File: config.mk
export PLATFORM = sky130hd
export DESIGN_NAME = bram_read_seq
export DESIGN_NICKNAME = d
export VERILOG_FILES = /design/src/rtl/bram_rd_pkg.sv /design/src/rtl/bram_rd_lat_pipe.sv /design/src/rtl/bram_read_seq.sv
export SDC_FILE = /design/constraint.sdc
export NUM_CORES = 1
export LEC_CHECK = 0
export CAP_MARGIN = 20
export CELL_PAD_IN_SITES_DETAIL_PLACEMENT = 1
export CELL_PAD_IN_SITES_GLOBAL_PLACEMENT = 2
export CORE_AREA = 2 2 134 136
export DETAILED_ROUTE_END_ITERATION = 8
export DIE_AREA = 0 0 136 138
export GPL_ROUTABILITY_DRIVEN = 1
export MAX_ROUTING_LAYER = met4
export PLACE_DENSITY = 0.76
export SYNTH_ARGS = -nofsm -noshare
export SYNTH_HDL_FRONTEND = slang
export SYNTH_SLANG_ARGS = --single-unit
File: constraint.sdc
create_clock -name clk -period 3.5 [get_ports clk]
set_input_delay 0.7 -clock clk [delete_from_list [all_inputs] [get_ports clk]]
set_output_delay 0.7 -clock clk [all_outputs]
set_load 0.01 [all_outputs]
File: src/rtl/bram_rd_pkg.sv
// rtl/bram_rd_pkg.sv - state encoding and read-latency limit shared by the BRAM read sequencer
package bram_rd_pkg;

  localparam logic [1:0] S_IDLE  = 2'd0;
  localparam logic [1:0] S_RUN   = 2'd1;
  localparam logic [1:0] S_DRAIN = 2'd2;
  localparam logic [1:0] S_DONE  = 2'd3;

  // Deepest BRAM read latency the valid delay line supports
  localparam int RD_LAT_MAX = 4;

  typedef enum logic [1:0] {
    ST_IDLE  = S_IDLE,
    ST_RUN   = S_RUN,
    ST_DRAIN = S_DRAIN,
    ST_DONE  = S_DONE
  } rd_state_t;

endpackage

File: src/rtl/bram_rd_lat_pipe.sv
// rtl/bram_rd_lat_pipe.sv - RD_LAT-deep delay line turning read enables into data-valid strobes
module bram_rd_lat_pipe
  import bram_rd_pkg::*;
#(
  parameter int RD_LAT = 1
) (
  input  logic clk,
  input  logic reset_n,
  input  logic en_i,
  output logic valid_o,
  // High when no beat remains in flight behind the one currently on valid_o,
  // so once en_i stays low the pipe is empty after this cycle.
  output logic empty_o
);

  generate
    if (RD_LAT < 1 || RD_LAT > RD_LAT_MAX) begin : g_bad_lat
      $error("bram_rd_lat_pipe: RD_LAT outside 1..RD_LAT_MAX");
    end
  endgenerate

  logic [RD_LAT-1:0] sr;

  generate
    if (RD_LAT == 1) begin : g_one
      // Single stage: the enable is seen as valid on the next cycle
      always_ff @(posedge clk or negedge reset_n) begin
        if (!reset_n) sr <= '0;
        else          sr <= en_i;
      end
      assign empty_o = 1'b1;
    end else begin : g_multi
      // Shift issued enables toward the output stage, one stage per cycle
      always_ff @(posedge clk or negedge reset_n) begin
        if (!reset_n) sr <= '0;
        else          sr <= {sr[RD_LAT-2:0], en_i};
      end
      assign empty_o = ~|sr[RD_LAT-2:0];
    end
  endgenerate

  assign valid_o = sr[RD_LAT-1];

endmodule

File: src/rtl/bram_read_seq.sv
// rtl/bram_read_seq.sv - BRAM read-address burst sequencer; define BRAM_READ_SEQ_ABORT_EN for abort_i/aborted_o
module bram_read_seq
  import bram_rd_pkg::*;
#(
  parameter int AWIDTH   = 8,
  parameter int CNT_BIT  = 31,
  parameter int STRIDE_W = 4,
  parameter int RD_LAT   = 1
) (
  input  logic                clk,
  input  logic                reset_n,
  input  logic                start_i,
  input  logic [AWIDTH-1:0]   base_addr_i,
  input  logic [CNT_BIT-1:0]  cnt_val_i,
  input  logic [STRIDE_W-1:0] stride_i,
  input  logic                ready_i,
`ifdef BRAM_READ_SEQ_ABORT_EN
  input  logic                abort_i,
  output logic                aborted_o,
`endif
  output logic [AWIDTH-1:0]   addr_o,
  output logic                en_o,
  output logic                valid_o,
  output logic [CNT_BIT-1:0]  cnt_o,
  output logic                read_idle_o,
  output logic                read_run_o,
  output logic                read_done_o
);

  rd_state_t           state;
  logic [CNT_BIT-1:0]  len_q;
  logic [STRIDE_W-1:0] stride_q;
  logic                abort_req;
  logic                last_issue;
  logic                pipe_empty;

`ifdef BRAM_READ_SEQ_ABORT_EN
  logic aborted_q;

  assign abort_req = (state == ST_RUN) && abort_i;
  assign aborted_o = aborted_q && (state == ST_DONE);

  // Remember that the current burst was cut short; cleared by the next accepted start
  always_ff @(posedge clk or negedge reset_n) begin
    if (!reset_n)                          aborted_q <= 1'b0;
    else if (state == ST_IDLE && start_i)  aborted_q <= 1'b0;
    else if (abort_req)                    aborted_q <= 1'b1;
  end
`else
  assign abort_req = 1'b0;
`endif

  // A read is issued whenever the consumer can take it while running
  assign en_o       = (state == ST_RUN) && ready_i && !abort_req;
  assign last_issue = en_o && ((cnt_o + CNT_BIT'(1)) == len_q);

  assign read_idle_o = (state == ST_IDLE);
  assign read_run_o  = (state == ST_RUN) || (state == ST_DRAIN);
  assign read_done_o = (state == ST_DONE);

  // Burst FSM with address generation and issue counting
  always_ff @(posedge clk or negedge reset_n) begin
    if (!reset_n) begin
      state    <= ST_IDLE;
      addr_o   <= '0;
      cnt_o    <= '0;
      len_q    <= '0;
      stride_q <= '0;
    end else begin
      case (state)
        ST_IDLE: begin
          if (start_i) begin
            addr_o   <= base_addr_i;
            cnt_o    <= '0;
            len_q    <= cnt_val_i;
            stride_q <= stride_i;
            state    <= (cnt_val_i == '0) ? ST_DONE : ST_RUN;
          end
        end
        ST_RUN: begin
          if (en_o) begin
            addr_o <= addr_o + AWIDTH'(stride_q);
            cnt_o  <= cnt_o + CNT_BIT'(1);
          end
          if (last_issue || abort_req) state <= ST_DRAIN;
        end
        ST_DRAIN: begin
          if (pipe_empty) state <= ST_DONE;
        end
        ST_DONE: begin
          state <= ST_IDLE;
        end
        default: state <= ST_IDLE;
      endcase
    end
  end

  bram_rd_lat_pipe #(
    .RD_LAT (RD_LAT)
  ) u_lat_pipe (
    .clk     (clk),
    .reset_n (reset_n),
    .en_i    (en_o),
    .valid_o (valid_o),
    .empty_o (pipe_empty)
  );

endmodule

; Yosys cells after proc, flatten, opt, wreduce, memory -nomap -nowiden
; Index checks and enable logic that the tools add are counted.
[classes]
n_mux = 10
addsub = 2
reduce_logical = 9
eq_ne = 7
multipliers = 0
div_mod_pow = 0
n_shift = 0
n_lt_le_gt_ge = 0
bitwise_logic = 0
[op_table]
columns = op, count
row1 = 31-bit two-way mux, 2
row2 = 31-bit case mux with 2 select lines, 1
row3 = 31-bit by 1-bit adder with 31-bit output (second input constant), 1
row4 = 31-bit == test, 1
row5 = 31-bit zero test, 1
row6 = 8-bit two-way mux, 2
row7 = 8-bit case mux with 2 select lines, 1
row8 = 8-bit by 4-bit adder with 8-bit output, 1
row9 = 2-bit case mux with 4 select lines, 1
row10 = 2-bit two-way mux, 3
row11 = 2-bit != test (second input constant), 3
row12 = 2-bit == test (second input constant), 2
row13 = 2-bit AND reduction, 2
row14 = 3-bit AND reduction, 1
row15 = 2-bit by 1-bit == test with 1-bit output (second input constant), 1
row16 = 1-bit logical AND, 2
row17 = 2-bit zero test, 1
row18 = 2-bit nonzero test, 1
row19 = 1-bit logical OR, 1
[word_totals]
memories = 0
latch_bits = 0
regBits = 77
output_inout_bits = 44
word_cells = 34
rom_bits = 0
inputBits = 47
mem_bits_rw = 0

; Longest topological paths before layout
; Gate-level depths: netlist of the first run.
[logic_depth]
depth_word = 5
ltp_mapped = 11
mapped_depth_nobuf = 10

; Hierarchy
; Synthesis of the first run repeated with hierarchy kept, for this count alone.
[hier_totals]
hier_cells = 504
area_unflattened_um2 = 4692.0
[by_module_without_submodules]
columns = mod, area_each_um2, n_inst, cells_each
row1 = bram_read_seq, 4655.7, 1, 501
row2 = bram_rd_lat_pipe, 36.3, 1, 3

; Worst setup path before layout of the first run
; No wires, ideal clock.
[synth_timing]
path_kind = reg-to-reg
from = reg cnt_o[0]
to = reg state[0]
path_stages_with_launch = 11
setup_slack_ns = 0.715
t_required_ns = 3.413
t_arrival_ns = 2.699
n_path_buf = 2
path_cell_list = dfrtp_1 -> buf_2 -> nand4_2 -> or4_1 -> buf_2 -> nor2_1 -> mux2_1 -> a31o_1 -> and4_1 -> a21o_2 -> a211oi_2
[synth_between]
elab_chain_cells = 5
[synth_lines]
columns = item, line_no
row1 = "start, declared", bram_read_seq.sv:24  ; output logic [CNT_BIT-1:0] cnt_o,
row2 = "start signal, assigned", bram_read_seq.sv:83  ; cnt_o <= cnt_o + CNT_BIT'(1);
row3 = 31-bit by 1-bit adder with 31-bit output, bram_read_seq.sv:55  ; assign last_issue = en_o && ((cnt_o + CNT_BIT'(1)) == len_q);
row4 = 31-bit == test, bram_read_seq.sv:55
row5 = 1-bit logical AND, bram_read_seq.sv:55
row6 = 2-bit != test (no source line), -
row7 = 2-bit AND reduction (no source line), -
row8 = "end signal, assigned", bram_read_seq.sv:77  ; state <= (cnt_val_i == '0) ? ST_DONE : ST_RUN;
row9 = "end, declared", bram_read_seq.sv:30  ; rd_state_t state;
; Every way passes these cells.
; A chain may end at the register's enable or synchronous reset.

; Final worst setup path of the first run
[layout_timing]
from = reg cnt_o[1]
to = reg state[1]
; Same word-level chain as after synthesis.

==> results of run 1 <==
power breakdown:
group	switching, mW	internal [mW]
logic	0.945	0.901
clock network	0.378	0.701
registers	0.302	1.17
metal layers:
metal / GRT usage / vias up / share of wire
li1: - / 2259 / -
met1: 0.267 / 2428 / 0.47
met2: 0.311 / 87 / 0.48
met3: 0.0275 / 11 / 0.039
met4: 0.0444 / 0 / 0.010
met5: - / - / 0
cells in the mapped netlist, types with 4 or more instances:
cell,instances
sky130_fd_sc_hd__or4_1,6
sky130_fd_sc_hd__a31oi_1,4
sky130_fd_sc_hd__nor2b_1,8
sky130_fd_sc_hd__clkbuf_1,26
sky130_fd_sc_hd__nor4_2,5
sky130_fd_sc_hd__nor3b_1,6
sky130_fd_sc_hd__nand4_1,15
sky130_fd_sc_hd__nand3_1,20
sky130_fd_sc_hd__and3_1,6
sky130_fd_sc_hd__xnor2_1,24
sky130_fd_sc_hd__mux2_2,35
sky130_fd_sc_hd__a21o_1,4
sky130_fd_sc_hd__o211ai_1,7
sky130_fd_sc_hd__xor2_1,15
sky130_fd_sc_hd__o21ai_0,57
sky130_fd_sc_hd__buf_2,11
sky130_fd_sc_hd__nand2_1,31
sky130_fd_sc_hd__nor3_1,15
sky130_fd_sc_hd__a211oi_1,5
sky130_fd_sc_hd__o31ai_1,8
sky130_fd_sc_hd__o41ai_1,7
sky130_fd_sc_hd__ha_1,9
sky130_fd_sc_hd__nor4_1,13
sky130_fd_sc_hd__a21oi_1,26
sky130_fd_sc_hd__dfrtp_1,77
sky130_fd_sc_hd__nor2_1,38
sky130_fd_sc_hd__or3_1,10
sky130_fd_sc_hd__inv_1,12
sequential cells by signal, summed over array words and instances (netlist names):
signal,count
cnt_o,31
len_q,31
addr_o,8
stride_q,4
state,2
u_lat_pipe.valid_o,1
worst paths after layout:
kind,startpoint,to,slack (ns),cells past startpoint
worst min register to register,addr_o[0],addr_o[0],0.52,2
worst min-delay path,reset_n,len_q[27],0.31,1
min in group clk,addr_o[0],addr_o[0],0.52,2
worst max-delay path,cnt_o[1],state[1],0.32,9
max in group asynchronous,reset_n,state[1],2.57,2
worst max register to register,cnt_o[1],state[1],0.32,9
cell type report:
| cell class | count | area [um2] |
|---|---|---|
| fill | 2050 | 10900 |
| multi-input combinational | 430 | 2970 |
| sequential | 77 | 1930 |
| timing repair buffer | 114 | 1100 |
| tap | 229 | 287 |
| clock buffer | 13 | 280 |
| clock inverter | 3 | 65.1 |
| inverter | 12 | 45.0 |
kinds of logic (layout without fill, tap and decap cells):
kind of cell             count (synthesis)  after routing  share of synthesized area
AO/OA/AOI/OAI                          144            144                      0.180
flip-flops                              77             77                      0.377
adder cells (fa/ha/maj)                 10             10                     0.0260
AND/OR/NAND/NOR                        199            199                      0.225
XOR/XNOR                                39             39                     0.0669
buffers and inverters                   52            142                     0.0419
multiplexers                            38             38                     0.0833
through the flow:
stage,setup WS [ns],power (mW),utilization,hold slack [ns],std cells
after global routing,0.0723,4.71,0.381,0.347,878
after global placement,0.487,3.26,0.359,0.495,861
after floorplan,0.715,2.63,-,0.404,559
after CTS,0.328,4.45,0.379,0.522,877
final,0.315,4.40,0.381,0.314,878
after detailed placement,0.338,3.34,0.359,0.507,861
==> summary by stage, run 1 <==
Synth
Of all flip-flops after synthesis, the portion carrying an async set or reset was 1.00. Counting flops with a built-in enable in the synthesized netlist gives 0. The total standard cell area after synthesis is 5110 um2. The synthesized netlist net count is 616.

For this run, the leading register cell type out of synthesis is sky130_fd_sc_hd__dfrtp_1. The cell count after synthesis came out at 559. The share of synthesized area in the top cell type comes to 0.377. During synthesis, Yosys emitted a total of 0 warnings. In the post-synthesis netlist, the biggest area contributors are sky130_fd_sc_hd__dfrtp_1 (38%), sky130_fd_sc_hd__mux2_2 (7.7%), sky130_fd_sc_hd__o21ai_0 (5.6%). The post-synthesis sequential element count is 77. The distinct cell type count after synthesis is 66. The mean post-synth cell area is 9.14 um2.

The biggest area contributor in the post-synthesis netlist is sky130_fd_sc_hd__dfrtp_1. The sequential cell area fraction in the yosys report is 0.377.

Floorplanning
The number of top-level pins is 91. The initialized floorplan defines 49 standard-cell rows. The die footprint is 18800 um2. Measured along the x axis, the die boundary spans 136 um. In this run the vertical extent of the chip is 138 um. The core area is 17500 um2. For this configuration, the core starts out at a cell density of 0.291.

STA
For the pin with the worst max-slew slack, the measured transition is 0.637 ns. The total setup violations reported at the end of the flow is 0. The final period utilization is 0.910. Setup repair after global routing left no endpoint under its margin. The total negative slack for setup checks is 0 ns. The minimum period implied by the final worst setup slack is 3.18 ns.

Derived from the worst setup path, the maximum achievable clock frequency is 314 MHz. For the final database, setup skew stands at 0.00883 ns. The max-slew violation count is 0. The final hold violation count was 0.

In this run the tightest slew margin relative to its limit is 0.572.

Routing
The number of remaining DRC errors is 0. The total number of vias is 4785. The iteration-0 DRC count of the detailed router is 275.

In the final routed layout, each cell accounts on average for 19.6 um. Before antenna repair, the detailed router went through 4 iterations. The number of nets with antenna violations after detailed routing is 0. Wires add up to 17.2 mm.

The per-cell via count in the routed design is 5.45.

Worst setup path
The largest delay contributor family on the critical path is simple AND/OR/NAND/NOR gates. The worst setup path is launched from a flip-flop. STA puts the critical path data required time at 3.72 ns. The standard cell with the maximum stage delay on the critical path is sky130_fd_sc_hd__nor4_2. The critical path goes through ha_1 > nand3_1 > or3_1 > nor4_2 > mux2i_1 > nand2_1 > nor4bb_4 > a21o_2 > a211oi_2.

The highest net fanout along the worst path is 8. The number of buffer and inverter stages on the critical path is 0. The critical path arrival is 3.40 ns.

The largest stage delay on the critical path is 0.54 ns. The kind of capture point of the worst setup path is a flip-flop. The worst setup path category is flip-flop to flip-flop.

Power and ir drop
The worst-case IR drop observed on VDD is 0.000280 V. The power per standard cell area is 659 nW/um2. The reported leakage power is 2.54 nW.

Cells and area
The number of antenna diodes in the final layout is 0. In the layout the commonest cells are sky130_fd_sc_hd__clkdlybuf4s50_1 (89), sky130_fd_sc_hd__dfrtp_1 (77), sky130_fd_sc_hd__o21ai_0 (57). The library cell used most frequently in the layout, excluding fill and tap cells, is sky130_fd_sc_hd__clkdlybuf4s50_1. The number of nets in the final layout is 701. The fraction of final layout cells sized beyond drive strength 1 is 0.149. The layout-stage area growth over the synthesis result is 30.7%. The post-route standard cell area excluding fillers is 6670 um2.

Clocking
In this run, post-CTS repair resized a total of 0 instances. The number of buffers created by CTS is 9. For the worst-skew pair, the clock arrives at the later sink with an insertion delay of 0.35 ns. TritonCTS built the clock tree. Buffers added to address setup during post-CTS repair amount to 0. The H-tree generated during clock tree synthesis spans 3 levels. CTS placed an instance of sky130_fd_sc_hd__clkbuf_16 at the clock tree root. For this design, the CTS-stage hold fixing added 0 buffers.

The CTS clock-pin slew for the worst setup and hold paths is 0.06 ns. The clock sink count is 77. In this run the deepest clock path goes through 2 buffers.

Placement
The post-DP HPWL is 13.1 mm. The post-placement cell area is 6300 um2. The congestion estimate from routability-driven global placement came to 0.850. The quantity of I/O buffers inserted on ports is 90.

Status
The run finished with clean final reports.

Job
Across the run, the number of max-cap violations was 0.

GRT
Entering global routing, the biggest net connects 78 pins. The first global-routing pass estimated 27.9 mm of wire. The via count of the first global-routing pass is 4999. For this run, the total global-route usage over all layers was measured as 0.196. The total grt overflow is 0. The number of antenna violations at the first check in global routing was 0.

Min path
The path class of the tightest hold or removal check is input port to async pin.
No activity file was read; power rests on OpenSTA's default activity.
==> run 2: changes to the inputs <==
--- a/config.mk
+++ b/config.mk
@@ -5,7 +5,6 @@
 export SDC_FILE = /design/constraint.sdc
 export NUM_CORES = 1
 export LEC_CHECK = 0
-export CAP_MARGIN = 20
 export CELL_PAD_IN_SITES_DETAIL_PLACEMENT = 1
 export CELL_PAD_IN_SITES_GLOBAL_PLACEMENT = 2
 export CORE_AREA = 2 2 134 136
==> run 2 against run 1 <==
Effect of this change: worst hold slack improved by 0.19 ns; via count down 0.44%; clock skew barely moved; routed wire length shrank 0.15%; first-iteration DRC count rose by 16%; clock power barely moved; die area unchanged; sequential cell count stayed put; combinational power about the same; clock-buffer cell count unchanged; largest cell class unchanged; maximum frequency hardly changed.
==> summary by stage, run 2 (same netlist as run 1, synthesis figures left out) <==
Status
The flow ran to the end, and the final reports show no timing, DRC or antenna violations.

Worst setup path
STA classifies the critical path startpoint as a flip-flop. The kind of capture point of the worst setup path is a flip-flop. The number of buffer and inverter stages on the critical path came to 0 (unchanged).

Tracing the worst setup path back leads to its startpoint at cnt_o[1]. The highest net fanout along the worst path was 8 (unchanged). The worst setup path category is flip-flop to flip-flop.

The data required time of the worst path was 3.72 ns (about the same). The critical path arrival is 3.40 ns (about the same). The flop-to-flop setup slack is 0.32 ns (about the same). The standard cell with the maximum stage delay on the critical path is sky130_fd_sc_hd__nor4_2. Among cell families on the critical path, the largest total delay comes from simple AND/OR/NAND/NOR gates.

The largest stage delay on the critical path came to 0.52 ns (-0.02 ns). The critical path goes through ha_1 > nand3_1 > or3_1 > nor4_2 > mux2i_1 > nand2_1 > nor4bb_4 > a21o_2 > a211oi_2. The launch point of the worst reg-to-reg path is cnt_o[1].

Routing
The routed wirelength normalized by instance count was 19.6 um (about the same). The number of remaining DRC errors came to 0 (unchanged). The per-cell via count in the routed design is 5.43 (-0.33%). The total number of vias was 4764 (-0.44%). The iteration-0 DRC count of the detailed router is 320 (+16%). The iteration count of the initial detailed-routing pass is 4 (unchanged). The number of nets with antenna violations after detailed routing is 0 (unchanged). The final routed wirelength across all metal layers is 17.2 mm (-0.15%).

Clocking
The number of H-tree levels is 3 (unchanged). The clock sink count is 77 (unchanged). The tree is rooted in a sky130_fd_sc_hd__clkbuf_16. The clock tree from TritonCTS is built. The hold-fix buffer count after cts came to 0 (unchanged). The number of cells upsized or downsized after cts is 0 (unchanged).

The clock insertion delay at the later pin of the skew report is 0.35 ns (about the same). The CTS clock-pin slew for the worst setup and hold paths came to 0.06 ns (about the same). The post-CTS repair timing setup buffer count is 0 (unchanged).

The clock tree buffer depth is 2 (unchanged). The number of buffers created by CTS is 9 (unchanged).

Power and ir drop
The power per standard cell area is 662 nW/um2 (+0.43%). The register share of total power came to 0.336 (about the same). The power share of the clock group was 0.245 (about the same).

The reported leakage power is 2.52 nW (-0.50%). The maximum vdd ir drop is 0.000280 V (+0.14%). The internal power is 2.77 mW (-0.12%). The proportion of power drawn by combinational gates is 0.419 (about the same). The switching portion of total power is 0.370 (+0.000855). The switching component of the power is 1.63 mW (+0.25%).

GRT
The total grt overflow came to 0 (unchanged). The pin count of the biggest net entering global routing is 78 (unchanged). The number of antenna violations at the first check in global routing is 0 (unchanged).

The wire length of the first global-routing pass is 27.9 mm (unchanged). The overall track demand over capacity in global routing is 0.196 (unchanged). The via count of the first global-routing pass came to 4999 (unchanged).

STA
The smallest hold slack is 0.500 ns (+0.186 ns). Setup repair after global routing left no endpoint under its margin. The minimum period implied by the final worst setup slack is 3.18 ns (+0.000129 ns). The final worst clock skew is 0.00854 ns (-0.000293 ns). The worst slew slack as a fraction of its limit is 0.289 (-0.283). The total setup violations reported at the end of the flow is 0 (unchanged). The maximum frequency from static timing analysis is 314 MHz (about the same). The total negative slack for setup checks is 0 ns (unchanged). The max-slew violation count is 0 (unchanged). The final hold violation count is 0 (unchanged). The transition time at the pin with the least slew margin came to 1.07 ns (+0.430 ns). The final period utilization is 0.910 (about the same).

Cells and area
The utilization of the core after routing was 0.379 (-0.00157). The library cell used most frequently in the layout, excluding fill and tap cells, is sky130_fd_sc_hd__clkdlybuf4s50_1. The number of nets in the final layout is 700 (-0.14%).

The antenna diode instance count is 0 (unchanged). The largest registers in the layout are cnt_o: 31 flops, len_q: 31 flops, addr_o: 8 flops. From synthesis to final layout, the design area changed by 30.1%. The fraction of final layout cells sized beyond drive strength 1 was 0.148 (-0.00131). The post-route standard cell area excluding fillers came to 6650 um2 (-0.41%). The top cell types in the final layout, fill and taps aside, are sky130_fd_sc_hd__clkdlybuf4s50_1 (89), sky130_fd_sc_hd__dfrtp_1 (77), sky130_fd_sc_hd__o21ai_0 (57).

Floorplanning
The die height is 138 um (unchanged). The number of top-level pins is 91 (unchanged). The initial standard-cell utilization of the core is 0.291 (unchanged). The width of the die is 136 um (unchanged). The die footprint is 18800 um2 (unchanged). The core area is 17500 um2 (unchanged). The number of core rows is 49 (unchanged).

Placement
The post-placement cell area is 6300 um2 (unchanged). The quantity of I/O buffers inserted on ports is 90 (unchanged). The post-DP HPWL came to 13.1 mm (unchanged). The routability congestion estimate from global placement came to 0.850 (unchanged).

Min path
The min-delay analysis places its worst path in the category input port to async pin.

Job
The number of maximum-capacitance violations is 0 (unchanged).
[run 2: cell type report]
class | instances | area (um2)
timing repair buffer | 113 | 1070
sequential | 77 | 1930
clock buffer | 13 | 280
clock inverter | 3 | 65.1
tap | 229 | 287
multi-input combinational | 430 | 2970
fill | 2052 | 10900
inverter | 12 | 45.0
[run 2: layer usage]
layer  up-vias  wire, um  track usage  share of wire
li1       2254         -            -              -
met1      2416      7990        0.267           0.47
met2        83      8290        0.311           0.48
met3        11       730       0.0275          0.042
met4         0       174       0.0444          0.010
met5         -         0            -              0
[run 2: through the flow]
step / power (mW) / worst slack [ns] / cells
2_1_floorplan: 2.63 / 0.715 / 559
3_3_place_gp: 3.26 / 0.487 / 861
3_5_place_dp: 3.34 / 0.338 / 861
4_1_cts: 4.45 / 0.328 / 877
5_1_grt: 4.71 / 0.0723 / 877
6_report: 4.40 / 0.315 / 877
[run 2: path summary, 6_finish.rpt]
kind / endpoint / depth (start not counted)
setup / recovery: state[1] / 9
hold reg to reg: stride_q[0] / 1
min in group clk: stride_q[0] / 1
max in group asynchronous: cnt_o[7] / 1
setup reg to reg: state[1] / 9
hold / removal: len_q[27] / 1
[run 2: power groups by stage]
stage          Clock (mW)  Combinational, mW  Sequential (mW)
2_1_floorplan           0               1.23             1.40
3_3_place_gp            0               1.80             1.47
3_5_place_dp            0               1.85             1.49
4_1_cts              1.11               1.86             1.48
5_1_grt              1.15               2.04             1.52
6_report             1.08               1.84             1.48
==> run 3: changes to the inputs <==
--- a/config.mk
+++ b/config.mk
@@ -7,9 +7,9 @@
 export LEC_CHECK = 0
 export CELL_PAD_IN_SITES_DETAIL_PLACEMENT = 1
 export CELL_PAD_IN_SITES_GLOBAL_PLACEMENT = 2
-export CORE_AREA = 2 2 134 136
+export CORE_AREA = 2 2 96 190
 export DETAILED_ROUTE_END_ITERATION = 8
-export DIE_AREA = 0 0 136 138
+export DIE_AREA = 0 0 98 192
 export GPL_ROUTABILITY_DRIVEN = 1
 export MAX_ROUTING_LAYER = met4
 export PLACE_DENSITY = 0.76
==> run 3 against run 2 <==
Effect of this change: sequential power about the same; critical path type unchanged; clock skew increased by 0.0027 ns; non-clock buffer count increased by 1; critical path depth increased by 1; combinational power about the same.
==> summary by stage, run 3 (same netlist as run 1, synthesis figures left out) <==
Clocking
The root buffer cell chosen for the clock tree is sky130_fd_sc_hd__clkbuf_16. The number of cells upsized or downsized after cts came to 0 (unchanged). The number of buffers created by CTS was 9 (unchanged). The hold-fix buffer count after cts is 0 (unchanged). The post-CTS repair timing setup buffer count is 0 (unchanged). TritonCTS built the clock tree.

The clock insertion delay at the later pin of the skew report is 0.35 ns (about the same). The CTS clock-pin slew for the worst setup and hold paths is 0.06 ns (about the same). The number of H-tree levels came to 3 (unchanged). The clock tree buffer depth is 2 (unchanged). The clock sink count came to 77 (unchanged).

Placement
The post-DP HPWL came to 13.9 mm (+6.0%). The number of instances in the placed design is 843 (-2.1%). The routability congestion estimate from global placement is 0.862 (+1.4%). The post-placement worst setup slack was 0.238 ns (-0.0994 ns). The quantity of I/O buffers inserted on ports is 90 (unchanged). The post-placement cell area is 6300 um2 (about the same).

Cells and area
The post-route standard cell area excluding fillers was 6580 um2 (-0.98%). In the final layout, the registers with the most flip-flops are cnt_o: 31 flops, len_q: 31 flops, addr_o: 8 flops. The antenna diode instance count is 0 (unchanged). From synthesis to final layout, the design area changed by 28.9%. The number of nets in the final layout came to 701 (+0.14%). The non-filler instance count after layout is 859 (-2.1%). The library cell used most frequently in the layout, excluding fill and tap cells, is sky130_fd_sc_hd__clkdlybuf4s50_1. Leaving out fill and tap cells, the most frequent cells in the layout are sky130_fd_sc_hd__clkdlybuf4s50_1 (89), sky130_fd_sc_hd__dfrtp_1 (77), sky130_fd_sc_hd__o21ai_0 (57). The count of filler cells inserted in the layout is 2024 (-1.4%).

The fraction of final layout cells sized beyond drive strength 1 is 0.148 (-0.000228). The utilization of the core after routing came to 0.381 (+0.00200).

Routing
The total number of vias is 4758 (-0.13%). The number of remaining DRC errors is 0 (unchanged). The final routed wirelength across all metal layers is 18.0 mm (+4.6%). The routed wirelength normalized by instance count is 20.9 um (+6.8%).

The iteration count of the initial detailed-routing pass came to 4 (unchanged). The number of nets with antenna violations after detailed routing is 0 (unchanged). The per-cell via count in the routed design is 5.54 (+2.0%). The iteration-0 DRC count of the detailed router is 190 (-41%).

STA
The maximum frequency from static timing analysis was 313 MHz (-0.39%). The max-slew violation count is 0 (unchanged). The final period utilization is 0.914 (+0.00357).

The total negative slack for setup checks is 0 ns (unchanged). The final worst clock skew was 0.0112 ns (+0.00268 ns). The transition time at the pin with the least slew margin is 1.03 ns (-0.0330 ns). The minimum period implied by the final worst setup slack is 3.20 ns (+0.0125 ns). The worst slew slack as a fraction of its limit is 0.311 (+0.0220).

The smallest hold slack is 0.507 ns (+0.00714 ns). Setup repair after global routing left no endpoint under its margin. The worst setup margin is 0.303 ns (-0.0125 ns).

The total setup violations reported at the end of the flow is 0 (unchanged). The final hold violation count is 0 (unchanged).

GRT
The pin count of the biggest net entering global routing is 78 (unchanged). The overall track demand over capacity in global routing was 0.200 (+0.00361). The total grt overflow came to 0 (unchanged). The via count of the first global-routing pass was 5273 (+5.5%).

The number of antenna violations at the first check in global routing is 0 (unchanged). The wire length of the first global-routing pass is 28.6 mm (+2.4%).

Floorplanning
The initial standard-cell utilization of the core is 0.296 (+0.00443). The core area was 17300 um2 (-1.5%). The die height was 192 um (+39%). The number of core rows is 68 (+39%).

The number of top-level pins is 91 (unchanged). The die footprint is 18800 um2 (+0.26%). The width of the die came to 98 um (-28%).

Worst setup path
The kind of capture point of the worst setup path is a flip-flop. The data required time of the worst path is 3.73 ns (about the same). The highest net fanout along the worst path was 11 (+3).

The worst setup path is launched from a flip-flop. The critical path arrival is 3.43 ns (+0.03 ns). The critical path is of the flip-flop to flip-flop type.

The flop-to-flop setup slack came to 0.30 ns (about the same).

Power and ir drop
The reported leakage power is 2.50 nW (-0.76%). The power per standard cell area is 645 nW/um2 (-2.6%). The total power consumption of the routed design came to 4.24 mW (-3.5%). The maximum vdd ir drop is 0.000262 V (-6.4%).

Job
The number of maximum-capacitance violations is 0 (unchanged).

Status
The flow ran to the end, and the final reports show no timing, DRC or antenna violations.

Min path
The type of the most critical hold path is input port to async pin.
-- run 3: final timing paths --
kind,start,endpoint,cells after the start
worst min-delay path,reset_n,len_q[6],1
max in group asynchronous,reset_n,cnt_o[28],1
worst max-delay path,cnt_o[1],state[1],10
worst max register to register,cnt_o[1],state[1],10
worst min register to register,stride_q[0],stride_q[0],1
min in group clk,stride_q[0],stride_q[0],1
-- run 3: area by class of cell --
class	instances	area, um2	area share
clock buffer	12	256	0.0390
timing repair buffer	114	1090	0.166
sequential	77	1930	0.293
clock inverter	4	22.5	0.00342
inverter	12	45.0	0.00684
tap	210	263	0.0399
multi-input combinational	430	2980	0.452
-- run 3: report_power, final --
part           total (mW)  internal, mW  switching, mW
Combinational        1.87         0.908          0.964
Sequential           1.48          1.17          0.304
Clock               0.896         0.515          0.381
Total                4.24          2.60           1.65
-- run 3: routing by layer --
metal | share of wire | global-route usage | vias to the layer above
met5 | 0 | - | -
met4 | 0.029 | 0.0833 | 0
met3 | 0.026 | 0.0226 | 32
met2 | 0.57 | 0.386 | 91
met1 | 0.38 | 0.200 | 2386
li1 | - | - | 2249
-- run 3: critical path, cell delays in order (launching register included) --
cell                       delay [ns]
sky130_fd_sc_hd__dfrtp_1         0.45
sky130_fd_sc_hd__ha_1            0.34
sky130_fd_sc_hd__nand3_1         0.18
sky130_fd_sc_hd__buf_4           0.23
sky130_fd_sc_hd__or4_1           0.56
sky130_fd_sc_hd__or4_1           0.55
sky130_fd_sc_hd__o21a_1          0.11
sky130_fd_sc_hd__o21ai_0         0.08
sky130_fd_sc_hd__and4_1          0.32
sky130_fd_sc_hd__a21o_2          0.19
sky130_fd_sc_hd__a211oi_2        0.06
